[config.mk]
export PLATFORM = sky130hd
export DESIGN_NAME = kt8_debug_ctrl
export DESIGN_NICKNAME = d
export VERILOG_FILES = /design/src/rtl/kt8_dbg_pkg.sv /design/src/rtl/kt8_ram_mux.sv /design/src/rtl/kt8_debug_ctrl.sv
export SDC_FILE = /design/constraint.sdc
export NUM_CORES = 1
export LEC_CHECK = 0
export ABC_AREA = 1
export CORE_MARGIN = 1.5
export CORE_UTILIZATION = 48
export DETAILED_ROUTE_END_ITERATION = 16
export GPL_TIMING_DRIVEN = 0
export PLACE_DENSITY_LB_ADDON = 0.3
export SYNTH_ARGS = -nofsm -noshare
export SYNTH_HDL_FRONTEND = slang
export SYNTH_SLANG_ARGS = --single-unit
[constraint.sdc]
create_clock -name clk_i -period 4.5 [get_ports clk_i]
set_clock_uncertainty 0.15 [all_clocks]
set_input_delay 0.675 -clock clk_i [delete_from_list [all_inputs] [get_ports clk_i]]
set_output_delay 0.675 -clock clk_i [all_outputs]
set_load 0.03 [all_outputs]
[src/rtl/kt8_dbg_pkg.sv]
// Shared widths, host command codes and controller state encoding for the
// KT8 debug controller.
package kt8_dbg_pkg;

   localparam int ADDR_W = 5;
   localparam int DATA_W = 8;

   typedef enum logic [2:0] {
      CMD_NOP   = 3'd0,
      CMD_HALT  = 3'd1,
      CMD_RUN   = 3'd2,
      CMD_STEP  = 3'd3,
      CMD_READ  = 3'd4,
      CMD_WRITE = 3'd5,
      CMD_RESET = 3'd6,
      CMD_RSVD  = 3'd7
   } cmd_e;

   typedef enum logic [2:0] {
      ST_RST,
      ST_RUN,
      ST_HALTED,
      ST_SYNC,
      ST_ACCESS,
      ST_STEP,
      ST_RESP
   } state_e;

   // Idle state the controller rests in for a given home setting.
   function automatic state_e home_state(input logic home_halted);
      return home_halted ? ST_HALTED : ST_RUN;
   endfunction

endpackage

[src/rtl/kt8_ram_mux.sv]
// Data RAM port select: CPU pass-through, host access, and CPU write blocking
// while the host owns the RAM.
module kt8_ram_mux
   import kt8_dbg_pkg::*;
(
   input  logic              sel_host,
   input  logic              block_cpu_we,
   input  logic [ADDR_W-1:0] cpu_addr,
   input  logic [DATA_W-1:0] cpu_data,
   input  logic              cpu_we,
   input  logic [ADDR_W-1:0] host_addr,
   input  logic [DATA_W-1:0] host_data,
   input  logic              host_we,
   output logic [ADDR_W-1:0] ram_addr,
   output logic [DATA_W-1:0] ram_data,
   output logic              ram_we
);

   always_comb begin
      // NOTE: every output gets a default first so no path leaves it unassigned (no latch).
      ram_addr = cpu_addr;
      ram_data = cpu_data;
      ram_we   = cpu_we && !block_cpu_we;
      if (sel_host) begin
         ram_addr = host_addr;
         ram_data = host_data;
         ram_we   = host_we;
      end
   end

endmodule

[src/rtl/kt8_debug_ctrl.sv]
// Host debug controller for the KT8 core: halt/run/step/reset control and
// host access to data RAM while the CPU clock is held.
module kt8_debug_ctrl
   import kt8_dbg_pkg::*;
#(
   parameter bit          BOOT_HALTED = 1'b0,
   parameter int unsigned RST_CYCLES  = 2
) (
   input  logic              clk_i,
   input  logic              rst_i,
   input  logic              host_valid_i,
   output logic              host_ready_o,
   input  logic [2:0]        host_cmd_i,
   input  logic [ADDR_W-1:0] host_addr_i,
   input  logic [DATA_W-1:0] host_wdata_i,
   output logic              rsp_valid_o,
   output logic [DATA_W-1:0] rsp_data_o,
   output logic              halted_o,
   output logic              cpu_hold_o,
   output logic              cpu_rst_o,
   input  logic [ADDR_W-1:0] cpu_ram_address_i,
   input  logic [DATA_W-1:0] cpu_ram_data_i,
   input  logic              cpu_ram_we_i,
   input  logic [DATA_W-1:0] ram_rdata_i,
   output logic [ADDR_W-1:0] ram_address_o,
   output logic [DATA_W-1:0] ram_data_o,
   output logic              ram_we_o
);

   state_e            state;
   logic              home_halted;
   logic [3:0]        rst_cnt;
   logic              rst_by_cmd;
   logic              is_write;
   logic [ADDR_W-1:0] addr_q;
   logic [DATA_W-1:0] wdata_q;

   assign host_ready_o = (state == ST_RUN) || (state == ST_HALTED);
   assign halted_o     = home_halted;

   always_ff @(posedge clk_i or negedge rst_i) begin
      if (!rst_i) begin
         state       <= ST_RST;
         home_halted <= BOOT_HALTED;
         rst_cnt     <= 4'(RST_CYCLES);
         rst_by_cmd  <= 1'b0;
         is_write    <= 1'b0;
         addr_q      <= '0;
         wdata_q     <= '0;
         rsp_valid_o <= 1'b0;
         rsp_data_o  <= '0;
         cpu_hold_o  <= 1'b1;
         cpu_rst_o   <= 1'b1;
      end else begin
         // NOTE: all state here uses <= so every register samples pre-edge values.
         rsp_valid_o <= 1'b0;
         unique case (state)
            ST_RST: begin
               if (rst_cnt <= 4'd1) begin
                  state       <= home_state(home_halted);
                  cpu_rst_o   <= 1'b0;
                  cpu_hold_o  <= home_halted;
                  rsp_valid_o <= rst_by_cmd;
                  rst_by_cmd  <= 1'b0;
               end else begin
                  rst_cnt <= rst_cnt - 4'd1;
               end
            end
            ST_RUN, ST_HALTED: begin
               if (host_valid_i) begin
                  is_write   <= (cmd_e'(host_cmd_i) == CMD_WRITE);
                  addr_q     <= host_addr_i;
                  wdata_q    <= host_wdata_i;
                  rsp_data_o <= '0;
                  unique case (cmd_e'(host_cmd_i))
                     CMD_HALT: begin
                        home_halted <= 1'b1;
                        cpu_hold_o  <= 1'b1;
                        rsp_valid_o <= 1'b1;
                        state       <= ST_RESP;
                     end
                     CMD_RUN: begin
                        home_halted <= 1'b0;
                        cpu_hold_o  <= 1'b0;
                        rsp_valid_o <= 1'b1;
                        state       <= ST_RESP;
                     end
                     CMD_STEP: begin
                        if (state == ST_HALTED) begin
                           cpu_hold_o <= 1'b0;
                           state      <= ST_STEP;
                        end else begin
                           home_halted <= 1'b1;
                           cpu_hold_o  <= 1'b1;
                           rsp_valid_o <= 1'b1;
                           state       <= ST_RESP;
                        end
                     end
                     CMD_READ, CMD_WRITE: begin
                        cpu_hold_o <= 1'b1;
                        state      <= ST_SYNC;
                     end
                     CMD_RESET: begin
                        rst_cnt    <= 4'(RST_CYCLES);
                        rst_by_cmd <= 1'b1;
                        cpu_rst_o  <= 1'b1;
                        cpu_hold_o <= 1'b1;
                        state      <= ST_RST;
                     end
                     default: begin
                        rsp_valid_o <= 1'b1;
                        state       <= ST_RESP;
                     end
                  endcase
               end
            end
            ST_SYNC: state <= ST_ACCESS;
            ST_ACCESS: begin
               // Read data is sampled from the asynchronous RAM at the end of ACCESS.
               rsp_data_o  <= is_write ? wdata_q : ram_rdata_i;
               rsp_valid_o <= 1'b1;
               cpu_hold_o  <= home_halted;
               state       <= ST_RESP;
            end
            ST_STEP: begin
               rsp_valid_o <= 1'b1;
               cpu_hold_o  <= home_halted;
               state       <= ST_RESP;
            end
            ST_RESP: begin
               cpu_hold_o <= home_halted;
               state      <= home_state(home_halted);
            end
            default: state <= ST_RST;
         endcase
      end
   end

   kt8_ram_mux u_ram_mux (
      .sel_host     (state == ST_ACCESS),
      .block_cpu_we ((state == ST_SYNC) || (state == ST_ACCESS)),
      .cpu_addr     (cpu_ram_address_i),
      .cpu_data     (cpu_ram_data_i),
      .cpu_we       (cpu_ram_we_i),
      .host_addr    (addr_q),
      .host_data    (wdata_q),
      .host_we      (is_write),
      .ram_addr     (ram_address_o),
      .ram_data     (ram_data_o),
      .ram_we       (ram_we_o)
   );

endmodule
; Yosys cells after proc, flatten, opt, wreduce, memory -nomap -nowiden
; Index checks and enable logic that the tools add are counted.
[totals]
register_bits = 34
output_inout_bits = 27
wordCells = 84
[op_classes]
n_addsub = 1
order_cmp = 1
n_eq_ne = 18
mux = 31
n_reduce_logical = 22
[ops]
columns = op, n
row1 = 2-to-1 mux 8 bit, 3
row2 = == test 3 bit (second input constant), 6
row3 = case mux 8 bit (2 select lines), 1
row4 = AND reduction 4 bit, 4
row5 = case mux 3 bit (5 select lines), 1
row6 = == test 3 x 2 -> 1 bit (second input constant), 4
row7 = 2-to-1 mux 4 bit, 3
row8 = case mux 1 bit (3 select lines), 4
row9 = 2-to-1 mux 1 bit, 10
row10 = case mux 3 bit (3 select lines), 1
row11 = != test 2 bit (second input constant), 4
row12 = case mux 4 bit (2 select lines), 1
row13 = == test 3 x 1 -> 1 bit (second input constant), 2
row14 = 2-to-1 mux 3 bit, 2
row15 = AND reduction 2 bit, 3
row16 = nonzero test 3 bit, 2
row17 = OR reduction 2 bit, 3
row18 = OR reduction 3 bit, 2
row19 = 2-to-1 mux 5 bit, 1
row20 = <= comparator 4 x 1 -> 1 bit (second input constant), 1
row21 = 2-to-1 mux 2 bit, 2
row22 = != test 4 x 3 -> 1 bit (second input constant), 1
row23 = case mux 1 bit (2 select lines), 2
row24 = nonzero test 2 bit, 2
row25 = other kinds (7), 8

; Logic depth before layout (Yosys ltp)
[depth]
ltp_word = 5
depth_mapped = 9
ltp_nobuf = 9

; Modules after synthesis
; A second synthesis with hierarchy kept.
[hier_totals]
hier_cells = 271
hier_area_um2 = 1920.6
[modules_own_cells]
columns = module, instances, cells_each, area_per_inst_um2, seq_area_each_um2
row1 = kt8_debug_ctrl, 1, 225, 1735.4, 854.6
row2 = kt8_ram_mux, 1, 46, 185.2, 0.0

; Least setup slack after synthesis
; OpenSTA, ideal clock, no wires.
[synth_path]
path_kind = register -> output
start = register state[0]
end = output ram_data_o[0]
arrival_time_ps = 1711
setup_slack_ps = 1964
stages_incl_launch_ff = 6
path_cell_list = dfrtp_1 nor2_2 nand2_1 buf_2 buf_6 o21ai_0
[synth_between]
elab_chain_len = 2
[synth_rtl]
columns = element, line
row1 = "start, declared", kt8_debug_ctrl.sv:30  ; state_e state;
row2 = "start signal, assigned", kt8_debug_ctrl.sv:60  ; state <= home_state(home_halted);
row3 = "start signal, assigned", kt8_debug_ctrl.sv:132  ; state <= home_state(home_halted);
row4 = == test 3 bit, kt8_debug_ctrl.sv:140  ; .sel_host (state == ST_ACCESS),
row5 = 2-to-1 mux 8 bit, kt8_ram_mux.sv:24  ; if (sel_host) begin
row6 = "end, declared", kt8_debug_ctrl.sv:26  ; output logic [DATA_W-1:0] ram_data_o,
; No other way between the ends.

; Worst setup path after layout
[layout_path]
start = register state[0]
end = output ram_we_o
[layout_between]
elab_chain_len = 5
elab_cells_between_ends = 6
classes_between = eq/ne (2) / mux (1) / reduce/logical (3)
[layout_rtl]
columns = element, line
row1 = == test 3 x 2 -> 1 bit or == test 3 bit (tied branches), "kt8_debug_ctrl.sv:141, kt8_debug_ctrl.sv:140"
row2 = logical OR 1 bit, kt8_debug_ctrl.sv:141  ; .block_cpu_we ((state == ST_SYNC) || (state == ST_ACCESS)),
row3 = logical NOT 1 bit, kt8_ram_mux.sv:23  ; ram_we = cpu_we && !block_cpu_we;
row4 = logical AND 1 bit, kt8_ram_mux.sv:23
row5 = 2-to-1 mux 1 bit *, kt8_ram_mux.sv:24
row6 = "end, declared", kt8_debug_ctrl.sv:27  ; output logic ram_we_o
; Every way passes the cells marked *; elsewhere a longest branch is shown, timed or not.

==> summary.md <==
| Metric | Value |
|---|---|
| GR Layer Usage met2 | `between 40% and 50%` |
| Fraction of synthesized cell area taken by the top area cell type | `40.0%` |
| Required @ worst endpoint | `between 3 and 4 ns` |
| Util after Layout | `around 73%` |
| Max Clk Rate | `between 300 and 400 MHz` |
| Number of standard cells in the final layout excluding fillers | `~390` |
| Proportion of synthesized chip area in sequential cells | `44.1%` |
| Core area | `around 3800 µm²` |
| Ys async rst share | `100%` |
| Clock Root Buffer | `clkbuf_8` |
| Via count | `1977` |
| Synth Net Count | `307` |
| Path category of the worst min-delay check | `in2async` |
| DRC marker count from the first detailed-route iteration | `about 180` |
| Most instantiated flip-flop cell in the synthesis netlist | `dfrtp_1` |
| Starting density of the core | `around 50%` |
| Global-route total usage across every layer | `25.9%` |
| Outcome | `complete, no violations` |
| Syn-to-layout area delta | `42.2%` |
| Total placed cells including tap cells | `~380` |
| Clock sink count | `34` |
| Post-synthesis cell type count | `26` |
| CP arrival | `~2.4 ns` |
| Number of cells upsized or downsized after cts | `0` |
| Headroom to the max-slew limit | `49.6%` |
| Routability congestion estimate from global placement | `about 0.9` |
| TritonCTS clock tree | `done` |
| Post-detail-place hpwl | `between 3 and 4 mm` |
| Number of flops mapped to enable cells by yosys | `0` |
| Number of buffers between clock root and the deepest sink | `2` |
| Fraction of the cycle the final worst path needs | `a little under three quarters` |
| Number of setup violations in the final report | `0` |
| I/O pin total | `between 60 and 70` |
| Critical R2R Launch | `rst_cnt[1]` |
| Power per unit of standard cell area | `between 600 and 700 nW/µm²` |
| First-pass GRT wire length | `around 8.6 mm` |
| Worst setup path class | `reg2out` |
| Count of buffers from port buffering | `between 60 and 70` |
| Worst-skew pair later-pin latency | `0.28 ns` |
| Aggregate global routing overflow | `0` |
| Number of warnings issued by yosys | `0` |
| Reg2reg path depth | `8` |
| Worst hold-check slack | `~0.31 ns` |
| Total routed wirelength | `~5.2 mm` |
| R2r setup slk | `between 2 and 3 ns` |
| Number of core rows | `22` |
| Worst-path maximum fanout | `10` |
| Register bit total from synthesis | `34` |
| CTS hold repair buffers | `0` |
| Number of max-capacitance violations reported | `0` |
| DIE HEIGHT | `66.5 µm` |
| Pin count of the biggest net entering global routing | `35` |
| Vias in the first global route | `approximately 1.9k` |
| Instance count of the mapped netlist | `264` |
| Fraction of final layout cells sized beyond drive strength 1 | `about a tenth` |
| # nets final | `around 380` |
| Met3 demand-to-capacity share in global routing | `about 6.8%` |
| Summed negative setup slack over all endpoints | `0 ns` |
| Peak supply drop | `between 0.4 and 0.5 mV` |
| Initial antenna violation count | `0` |
| Residual antenna-violating net count after detailed routing | `0` |
| Number of pins exceeding their max-slew limit in the final report | `0` |
| Final antenna diode count | `0` |
| Top cell type by total area after synthesis | `dfrtp_1` |
| Transition time at the pin with the least slew margin | `between 0.7 and 0.8 ns` |
| Overall power consumption | `~1900 µW` |
| Reg-to-Reg End | `rst_by_cmd` |
| Hold violation count in the final report | `0` |
| Mapped cell area | `~1900 µm²` |
| Full die area | `4430 µm²` |
| Critical path capture point type | `output pin` |
| Average via count per standard cell | `5.11` |
| Post-layout min period | `3.20 ns` |
| Count of unresolved DRC violations after routing | `0` |
| Global route hottest layer | `met2` |
| Maximum level of the CTS H-tree | `2` |
| Clock-pin slew reported for the worst setup and hold paths after clock tree synthesis | `~0.07 ns` |
| Routed length per placed instance | `13.5 µm` |
| Syn_area_per_cell | `approximately 7.3 µm²` |
| Crit path launch type | `flop` |
| Post-CTS setup buffer count | `0` |
| Static power due to leakage | `roughly 0.0014 µW` |
| Top cells by area, synth | `dfrtp_1, nand2_1, o21ai_0` |
| Total clock buffers created by CTS | `5` |
| Unrepaired setup endpoints after global routing | `false` |
| Global routing usage on met1 | `31.8%` |
| First-pass iteration count of the detailed router | `5` |
| Die X | `between 60 and 70 µm` |
-- through the flow --
stage	instance area, µm²	worst slack, ns
3_3_place_gp	2670	1.61
3_5_place_dp	2660	1.61
4_1_cts	2760	1.29
6_report	2760	1.30
5_1_grt	2760	1.18
2_1_floorplan	1940	1.96
-- area by class of cell --
class	instances	area, µm²
Inverter	29	109
Buffer	10	61.3
Multi-Input combinational cell	191	913
Tap cell	48	60.1
Clock buffer	7	86.3
Clock inverter	1	5.00
Timing Repair Buffer	67	666
Sequential cell	34	855
Fill cell	306	1020
-- routing by layer --
layer / share of wire (%) / up-vias
met5: 0 / -
li1: - / 980
met4: 1.2 / 0
met2: 49 / 80
met1: 41 / 908
met3: 9.0 / 9
-- power breakdown --
part	switching [µW]	leakage [µW]	internal, µW	total, µW
clock network	104	0.0000482	123	227
registers	78.7	0.000424	451	530
logic	708	0.000921	420	1130
total	891	0.00139	995	1890
-- placed cells by master (no fill, tap or decap), drive strengths merged --
cell | synthesis | final
clkdlybuf4s50 | 0 | 66
nand2 | 97 | 97
nor2 | 21 | 21
dfstp | 3 | 3
xnor2 | 2 | 2
o21ai | 32 | 32
inv | 29 | 29
nand3 | 17 | 17
nand4 | 1 | 1
o31ai | 1 | 1
dfrtp | 31 | 31
nand3b | 1 | 1
buf | 7 | 8
clkbuf | 3 | 10
a21oi | 13 | 13
ha | 2 | 2
a31oi | 1 | 1
clkinv | 0 | 1
nor3 | 2 | 2
o211ai | 1 | 1
-- sequential cells by signal (all words and copies together), names as in the netlist --
signal,cells
rsp_data_o,8
wdata_q,8
addr_q,5
rst_cnt,4
state,3
cpu_hold_o,1
cpu_rst_o,1
halted_o,1
is_write,1
rsp_valid_o,1
rst_by_cmd,1
-- logic make-up (layout without fill, tap and decap cells) --
group           after synthesis  count (layout)  synth area share, %
simple gates                139             139                 31.5
fa+ha+maj                     2               2                 1.29
xor+xnor                      2               2                0.904
compound gates               48              48                 13.4
flops                        34              34                 44.1
buf+inv                      39             114                 8.78
-- cells in the mapped netlist (all sizes together), types with 2 or more instances --
cell type and count:
clkbuf 3, dfstp 3, nand3 17, xnor2 2
a21oi 13, o21ai 32, dfrtp 31, nor3 2
nor2 21, ha 2, inv 29, nand2 97
buf 7
-- how the worst max path moves through the flow --
stage	start	end	slack (ns)
after CTS	state[0]	ram_we_o	1.29
after floorplan	state[0]	ram_data_o[0]	1.96
final	state[0]	ram_we_o	1.30
after detailed placement	state[0]	ram_we_o	1.61
after global routing	is_write	ram_we_o	1.18
after global placement	cpu_ram_we_i	ram_we_o	1.61
-- worst max-delay path: stages, from the launching register on --
cell and delay (ns):
dfrtp_1 0.44, nor2_2 0.25, nand2_1 0.11, buf_2 0.21, inv_2 0.14, nor2_1 0.05
nor3_1 0.18, clkdlybuf4s50_1 0.71
No activity file was read; power rests on OpenSTA's default activity.
